`src/rtl/bcd_timer_pkg.sv`:
```
// Shared types and constants for the BCD stopwatch/countdown timer.
package bcd_timer_pkg;

  localparam int DIGIT_W = 4;
  localparam logic [15:0] DEFAULT_DIGIT_MAX = 16'h5959;

  typedef enum logic [1:0] {
    ST_IDLE  = 2'd0,
    ST_RUN   = 2'd1,
    ST_PAUSE = 2'd2,
    ST_DONE  = 2'd3
  } state_t;

  // Preset nibbles above a digit's modulus clamp to that digit's maximum.
  function automatic logic [DIGIT_W-1:0] sat_digit(input logic [DIGIT_W-1:0] v,
                                                   input logic [DIGIT_W-1:0] max);
    return (v > max) ? max : v;
  endfunction

endpackage

```
`src/rtl/bcd_digit.sv`:
```
// One BCD digit register with its own modulus, wrapping inc/dec and saturating load.
module bcd_digit
  import bcd_timer_pkg::*;
#(
  parameter logic [DIGIT_W-1:0] MAX = 4'd9
) (
  input  logic               clk,
  input  logic               rst,
  input  logic               en,
  input  logic               inc,
  input  logic               dec,
  input  logic               load,
  input  logic [DIGIT_W-1:0] ld_val,
  output logic [DIGIT_W-1:0] val,
  output logic               at_max,
  output logic               at_zero
);

  logic [DIGIT_W-1:0] val_reg;

  assign val     = val_reg;
  assign at_max  = (val_reg == MAX);
  assign at_zero = (val_reg == '0);

  always_ff @(posedge clk) begin
    if (rst) begin
      val_reg <= '0;
    end else if (load) begin
      val_reg <= sat_digit(ld_val, MAX);
    end else if (en && inc) begin
      val_reg <= at_max ? '0 : val_reg + DIGIT_W'(1);
    end else if (en && dec) begin
      val_reg <= at_zero ? MAX : val_reg - DIGIT_W'(1);
    end
  end

endmodule

```
`src/rtl/bcd_stopwatch_timer.sv`:
```
// N-digit BCD stopwatch / countdown timer: prescaler, run/pause/done FSM,
// digit chain with carry/borrow ripple, and lap capture register.
module bcd_stopwatch_timer
  import bcd_timer_pkg::*;
#(
  parameter int                       NUM_DIGITS = 4,
  parameter logic [4*NUM_DIGITS-1:0]  DIGIT_MAX  = DEFAULT_DIGIT_MAX,
  parameter int                       TICK_DIV   = 100_000_000
) (
  input  logic                      clk,
  input  logic                      rst,
  input  logic                      start,
  input  logic                      stop,
  input  logic                      clear,
  input  logic                      mode_down,
  input  logic                      load,
  input  logic [4*NUM_DIGITS-1:0]   load_val,
  input  logic                      lap,
  output logic [4*NUM_DIGITS-1:0]   bcd_num,
  output logic [4*NUM_DIGITS-1:0]   lap_num,
  output logic                      lap_valid,
  output logic                      running,
  output logic                      tick,
  output logic                      wrap,
  output logic                      done
);

  localparam int COUNT_W = DIGIT_W * NUM_DIGITS;
  localparam int PRESC_W = (TICK_DIV > 1) ? $clog2(TICK_DIV) : 1;
  localparam logic [PRESC_W-1:0] PRESC_LAST = PRESC_W'(TICK_DIV - 1);
  localparam logic [COUNT_W-1:0] COUNT_ONE  = COUNT_W'(1);

  state_t               state_reg;
  logic                 mode_down_reg;
  logic [PRESC_W-1:0]   presc_reg;
  logic                 running_reg;
  logic                 done_reg;
  logic                 wrap_reg;
  logic [COUNT_W-1:0]   lap_num_reg;
  logic                 lap_valid_reg;

  logic [COUNT_W-1:0]   count_val;
  logic [NUM_DIGITS-1:0] at_max_vec;
  logic [NUM_DIGITS-1:0] at_zero_vec;
  logic [NUM_DIGITS:0]  carry;
  logic [NUM_DIGITS:0]  borrow;

  logic in_run, presc_last, load_ok, stop_ok, start_ok;
  logic tick_fire, count_en, wrap_fire, hit_zero, lap_fire, digit_load;
  logic all_max, all_zero;

  // Command arbitration: clear > load > stop > start > tick/lap.
  assign in_run     = (state_reg == ST_RUN);
  assign presc_last = (presc_reg == PRESC_LAST);
  assign load_ok    = load && !clear && !in_run;
  assign stop_ok    = stop && !clear && in_run;
  assign start_ok   = start && !clear && !load_ok && !stop_ok &&
                      (state_reg == ST_IDLE || state_reg == ST_PAUSE);
  assign tick_fire  = in_run && presc_last && !clear && !stop_ok;
  assign all_max    = carry[NUM_DIGITS];
  assign all_zero   = borrow[NUM_DIGITS];
  // A down tick at all-zero must not borrow through to max.
  assign count_en   = tick_fire && (!mode_down_reg || !all_zero);
  assign wrap_fire  = tick_fire && !mode_down_reg && all_max;
  assign hit_zero   = tick_fire && mode_down_reg && (all_zero || count_val == COUNT_ONE);
  assign lap_fire   = lap && !clear && !load_ok && (state_reg != ST_IDLE);
  assign digit_load = clear || load_ok;

  assign carry[0]  = 1'b1;
  assign borrow[0] = 1'b1;

  generate
    for (genvar gi = 0; gi < NUM_DIGITS; gi++) begin : g_digit
      bcd_digit #(
        .MAX(DIGIT_MAX[gi*DIGIT_W +: DIGIT_W])
      ) u_digit (
        .clk     (clk),
        .rst     (rst),
        .en      (count_en),
        .inc     (!mode_down_reg && carry[gi]),
        .dec     (mode_down_reg && borrow[gi]),
        .load    (digit_load),
        .ld_val  (clear ? {DIGIT_W{1'b0}} : load_val[gi*DIGIT_W +: DIGIT_W]),
        .val     (count_val[gi*DIGIT_W +: DIGIT_W]),
        .at_max  (at_max_vec[gi]),
        .at_zero (at_zero_vec[gi])
      );
      assign carry[gi+1]  = carry[gi] & at_max_vec[gi];
      assign borrow[gi+1] = borrow[gi] & at_zero_vec[gi];
    end
  endgenerate

  always_ff @(posedge clk) begin
    if (rst) begin
      state_reg     <= ST_IDLE;
      mode_down_reg <= 1'b0;
      presc_reg     <= '0;
      running_reg   <= 1'b0;
      done_reg      <= 1'b0;
      wrap_reg      <= 1'b0;
      lap_num_reg   <= '0;
      lap_valid_reg <= 1'b0;
    end else begin
      wrap_reg      <= wrap_fire;
      lap_valid_reg <= lap_fire;
      if (lap_fire) begin
        lap_num_reg <= count_val;
      end

      // Prescaler phase survives PAUSE so resume finishes the partial tick.
      if (clear) begin
        presc_reg <= '0;
      end else if (in_run && !stop_ok) begin
        presc_reg <= presc_last ? '0 : presc_reg + PRESC_W'(1);
      end

      if (clear) begin
        state_reg   <= ST_IDLE;
        running_reg <= 1'b0;
        done_reg    <= 1'b0;
      end else if (load_ok) begin
        if (state_reg == ST_DONE) begin
          state_reg <= ST_IDLE;
          done_reg  <= 1'b0;
        end
      end else if (stop_ok) begin
        state_reg   <= ST_PAUSE;
        running_reg <= 1'b0;
      end else if (start_ok) begin
        if (state_reg == ST_IDLE) begin
          mode_down_reg <= mode_down;
          if (mode_down && all_zero) begin
            state_reg <= ST_DONE;
            done_reg  <= 1'b1;
          end else begin
            state_reg   <= ST_RUN;
            running_reg <= 1'b1;
          end
        end else begin
          state_reg   <= ST_RUN;
          running_reg <= 1'b1;
        end
      end else if (hit_zero) begin
        state_reg   <= ST_DONE;
        running_reg <= 1'b0;
        done_reg    <= 1'b1;
      end
    end
  end

  assign bcd_num   = count_val;
  assign lap_num   = lap_num_reg;
  assign lap_valid = lap_valid_reg;
  assign running   = running_reg;
  assign done      = done_reg;
  assign wrap      = wrap_reg;
  assign tick      = in_run && presc_last;

endmodule
```
`config.mk`:
```
export PLATFORM = sky130hd
export DESIGN_NAME = bcd_stopwatch_timer
export DESIGN_NICKNAME = d
export VERILOG_FILES = /design/src/rtl/bcd_timer_pkg.sv /design/src/rtl/bcd_digit.sv /design/src/rtl/bcd_stopwatch_timer.sv
export SDC_FILE = /design/constraint.sdc
export NUM_CORES = 1
export LEC_CHECK = 0
export ABC_CLOCK_PERIOD_IN_PS = 3000
export BUFFER_PORTS_ARGS = -buffer_cell sky130_fd_sc_hd__buf_2
export CORE_MARGIN = 1
export CORE_UTILIZATION = 50
export CTS_CLUSTER_SIZE = 14
export DETAILED_ROUTE_END_ITERATION = 10
export HOLD_SLACK_MARGIN = 0.15
export PLACE_DENSITY = 0.79
export SLEW_MARGIN = 25
export SYNTH_ARGS = -nofsm -noshare
export SYNTH_HDL_FRONTEND = slang
export SYNTH_SLANG_ARGS = --single-unit
```
`constraint.sdc`:
```
create_clock -name clk -period 3 [get_ports clk]
set_input_delay 0.45 -clock clk [delete_from_list [all_inputs] [get_ports clk]]
set_output_delay 0.45 -clock clk [all_outputs]
set_load 0.03 [all_outputs]
```
==> key figures <==
Status
  • Status: finished, final reports clean

Setup path
  • CP cell instances: ha_1 -> nor4b_1 -> and4_1 -> nand2_1 -> nor2_1 -> buf_2
  • Critical path type: reg -> out
  • CP max stage cell: and4_1
  • Critical path required time: 2.55 ns
  • Slowest stage delay, CP: 0.46 ns
  • Worst reg2reg path startpoint: state_reg[0]
  • Startpoint Class: register
  • R2R Setup Slk: 0.34 ns
  • CP max FO: 9
  • Top delay family on crit path: simple AND/OR/NAND/NOR gates
  • Worst Setup SP: presc_reg[0]
  • Crit end category: output port
  • Crit path DAT: 2.30 ns
  • Worst Path Buf+Inv: 1

Drt
  • Post-DR vias/cell: 6.03
  • Iteration-0 DRC Markers: 357
  • Drt pass-1 iters: 5
  • Total wire length: 10600 um
  • Drc violations: 0
  • Routed Antenna Nets: 0
  • DR WL/cell: 15.9 um
  • Vias: 4003

Floorplanning
  • Area of the die: 8190 um2
  • Die Span X: 90.5 um
  • IO Pins: 61
  • Initial core utilization: 0.528
  • Die outline height: 90.5 um
  • # rows: 31
  • Core Area: 7410 um2

Layout
  • Multi-input gate area in the final layout: 2450 um2
  • Max reg flops: 27
  • Final net count: 585
  • Final Util: 0.614
  • Ant diodes: 0
  • Final std cells w/o fill: 664
  • Area growth from synthesis to layout: 16.1%
  • FF/Latch Area: 1320 um2
  • Share of cells above drive strength 1: 0.195
  • Fillers: 663
  • Final Cell Area: 4550 um2

Power and ir drop
  • NetSw: 519 uW
  • Pint: 1.40 mW
  • Combinational share of power: 0.121
  • Pleak: 1.74 nW
  • Clk network pwr share: 0.402
  • P per Cell Area: 422 nW/um2
  • Sw Ratio: 0.270
  • Total power: 1.92 mW
  • Max IR drop VDD: 0.214 mV
  • Seq pwr share: 0.477

STA
  • Crit path time final: 2.75 ns
  • Fin crit share: 0.916
  • Worst hold slack: 0.392 ns
  • Final WS setup: 0.251 ns
  • Final hold viol count: 0
  • Clk_skew: 0.0114 ns
  • Final setup fails: 0
  • Max-slew violations: 0
  • RSZ-0062 raised after global routing: no
  • Slew @ Worst Pin: 0.733 ns
  • Maximum clock frequency: 364 MHz
  • Final TNS setup: 0 ns
  • Max-slew headroom: 0.511

Synth
  • Sequential share of the synthesized area: 0.338
  • Cells after Synth: 504
  • Top-area cell type share of the netlist area: 0.338
  • Ys Warns: 0
  • Yosys cell types: 66
  • Synth Register Bits: 66
  • Syn nets: 529
  • Area leader, netlist: dfxtp_1
  • Post-synth EDFFs: 0
  • Syn avg cell area: 7.77 um2
  • Post-synth top flop: dfxtp_1
  • Cell Area, Synth: 3910 um2
  • Async SR Flop Fraction: 0
  • Dominant cells by area after synthesis: dfxtp_1 (34%), nand2_1 (6.4%), nor2_1 (6.2%)

Clocking
  • Worst skew pair latency: 0.34 ns
  • CTS buffer count: 9
  • Clk pin slew, worst setup/hold paths: 0.07 ns
  • Clock sinks: 66
  • Root Buffer: clkbuf_8
  • H-Tree Depth: 3
  • CTS tree: built
  • Clock Path Buffers: 2

Place
  • Post-DP Area: 4340 um2
  • Port Buffers: 60
  • Placed cell count: 648
  • Routability cong.: 0.896
  • Pre-CTS setup slack: 0.280 ns
  • DP HPWL: 7490 um

Global routing
  • First-pass GRT wire length: 17500 um
  • Overall routing resource usage: 0.264
  • Vias in the first global route: 3626
  • Antenna violations before repair: 0
  • Largest net degree at the start of global routing: 29
  • Gr ovfl total: 0

Worst hold path
  • HP Class: in -> reg
  • Hold Path Origin: load_val[3]

Flow run
  • Max-cap check violation count: 0
metal layers:
layer / share of wire / vias to the layer above / track usage
met5: 0 / - / 0
met4: 0.022 / 0 / 0.0914
met3: 0.078 / 24 / 0.0522
met2: 0.47 / 186 / 0.426
met1: 0.43 / 1861 / 0.349
li1: - / 1932 / -
path summary, 6_finish.rpt:
check	to	cells after the start
worst min register to register	lap_num[7]	2
worst min-delay path	g_digit[0].u_digit.val[3]	3
worst max register to register	g_digit[0].u_digit.val[3]	6
worst max-delay path	tick	6
repair_timing:
| action | in CTS | in global routing |
|---|---|---|
| gates resized for setup | 0 | 1 |
| setup buffers | 0 | 0 |
| setup endpoints to repair | 0 | 1 |
| hold endpoints to repair | 0 | 0 |
| hold buffers | 0 | 0 |
layout make-up:
class	count	area share
Multi-Input combinational cell	401	0.539
Sequential cell	66	0.291
Tap cell	99	0.0273
Inverter	5	0.00413
Clock inverter	5	0.0116
Clock buffer	11	0.0333
Timing Repair Buffer	77	0.0941
kinds of logic (layout without fill, tap and decap cells):
kind of cell / after synthesis / after routing / share of synthesized area
and+or+nand+nor: 255 / 255 / 0.346
AOI/OAI and AO/OA: 105 / 105 / 0.181
DFF: 66 / 66 / 0.338
buffers and inverters: 37 / 98 / 0.0387
xor gates and xnor gates: 30 / 30 / 0.0671
muxes: 10 / 10 / 0.0265
adders and majority gates: 1 / 1 / 0.00320
layout by cell type, fill, tap and decap left out, drive strengths merged, types with 5 or more instances in the layout:
cell,synthesis,final
o211ai,7,7
nor3,10,10
dfxtp,66,66
or4,5,5
nand4,9,9
clkbuf,27,11
o21ai,20,20
nand3,15,15
xnor2,15,15
xor2,15,15
and4,6,6
nor4,15,15
nand2b,14,14
a31oi,5,5
buf,5,77
mux2i,7,7
a21oi,31,31
nand2,67,67
inv,5,5
nor2,65,65
and2,5,5
and3,12,12
cell usage after synthesis (5+ instances only):
cell type and instances:
o21ai_0 17, mux2i_1 7, xor2_1 15, and4_1 6, clkbuf_1 27, a31oi_1 5, nand2b_1 14, nand4_1 9
inv_1 5, and2_1 5, o211ai_1 7, dfxtp_1 66, nor3_1 10, a21oi_1 31, nor2_1 65, nand3_1 14
nand2_1 67, or4_1 5, and3_1 12, xnor2_1 15, nor4_1 12
power by group through the flow:
stage	Sequential, mW	Clock (mW)	Combinational [mW]
finish	0.917	0.772	0.232
global route	0.920	0.829	0.250
CTS	0.916	0.781	0.229
detailed placement	0.936	0	0.226
global placement	0.935	0	0.221
floorplan	0.944	0	0.142
worst min-delay path: cells and delay by family:
kind / cells / cell delay [ns]
compound gates: 1 / 0.07
buf+inv: 1 / 0.10
simple gates: 1 / 0.05
Note: power is estimated with default switching activity, not from simulation.
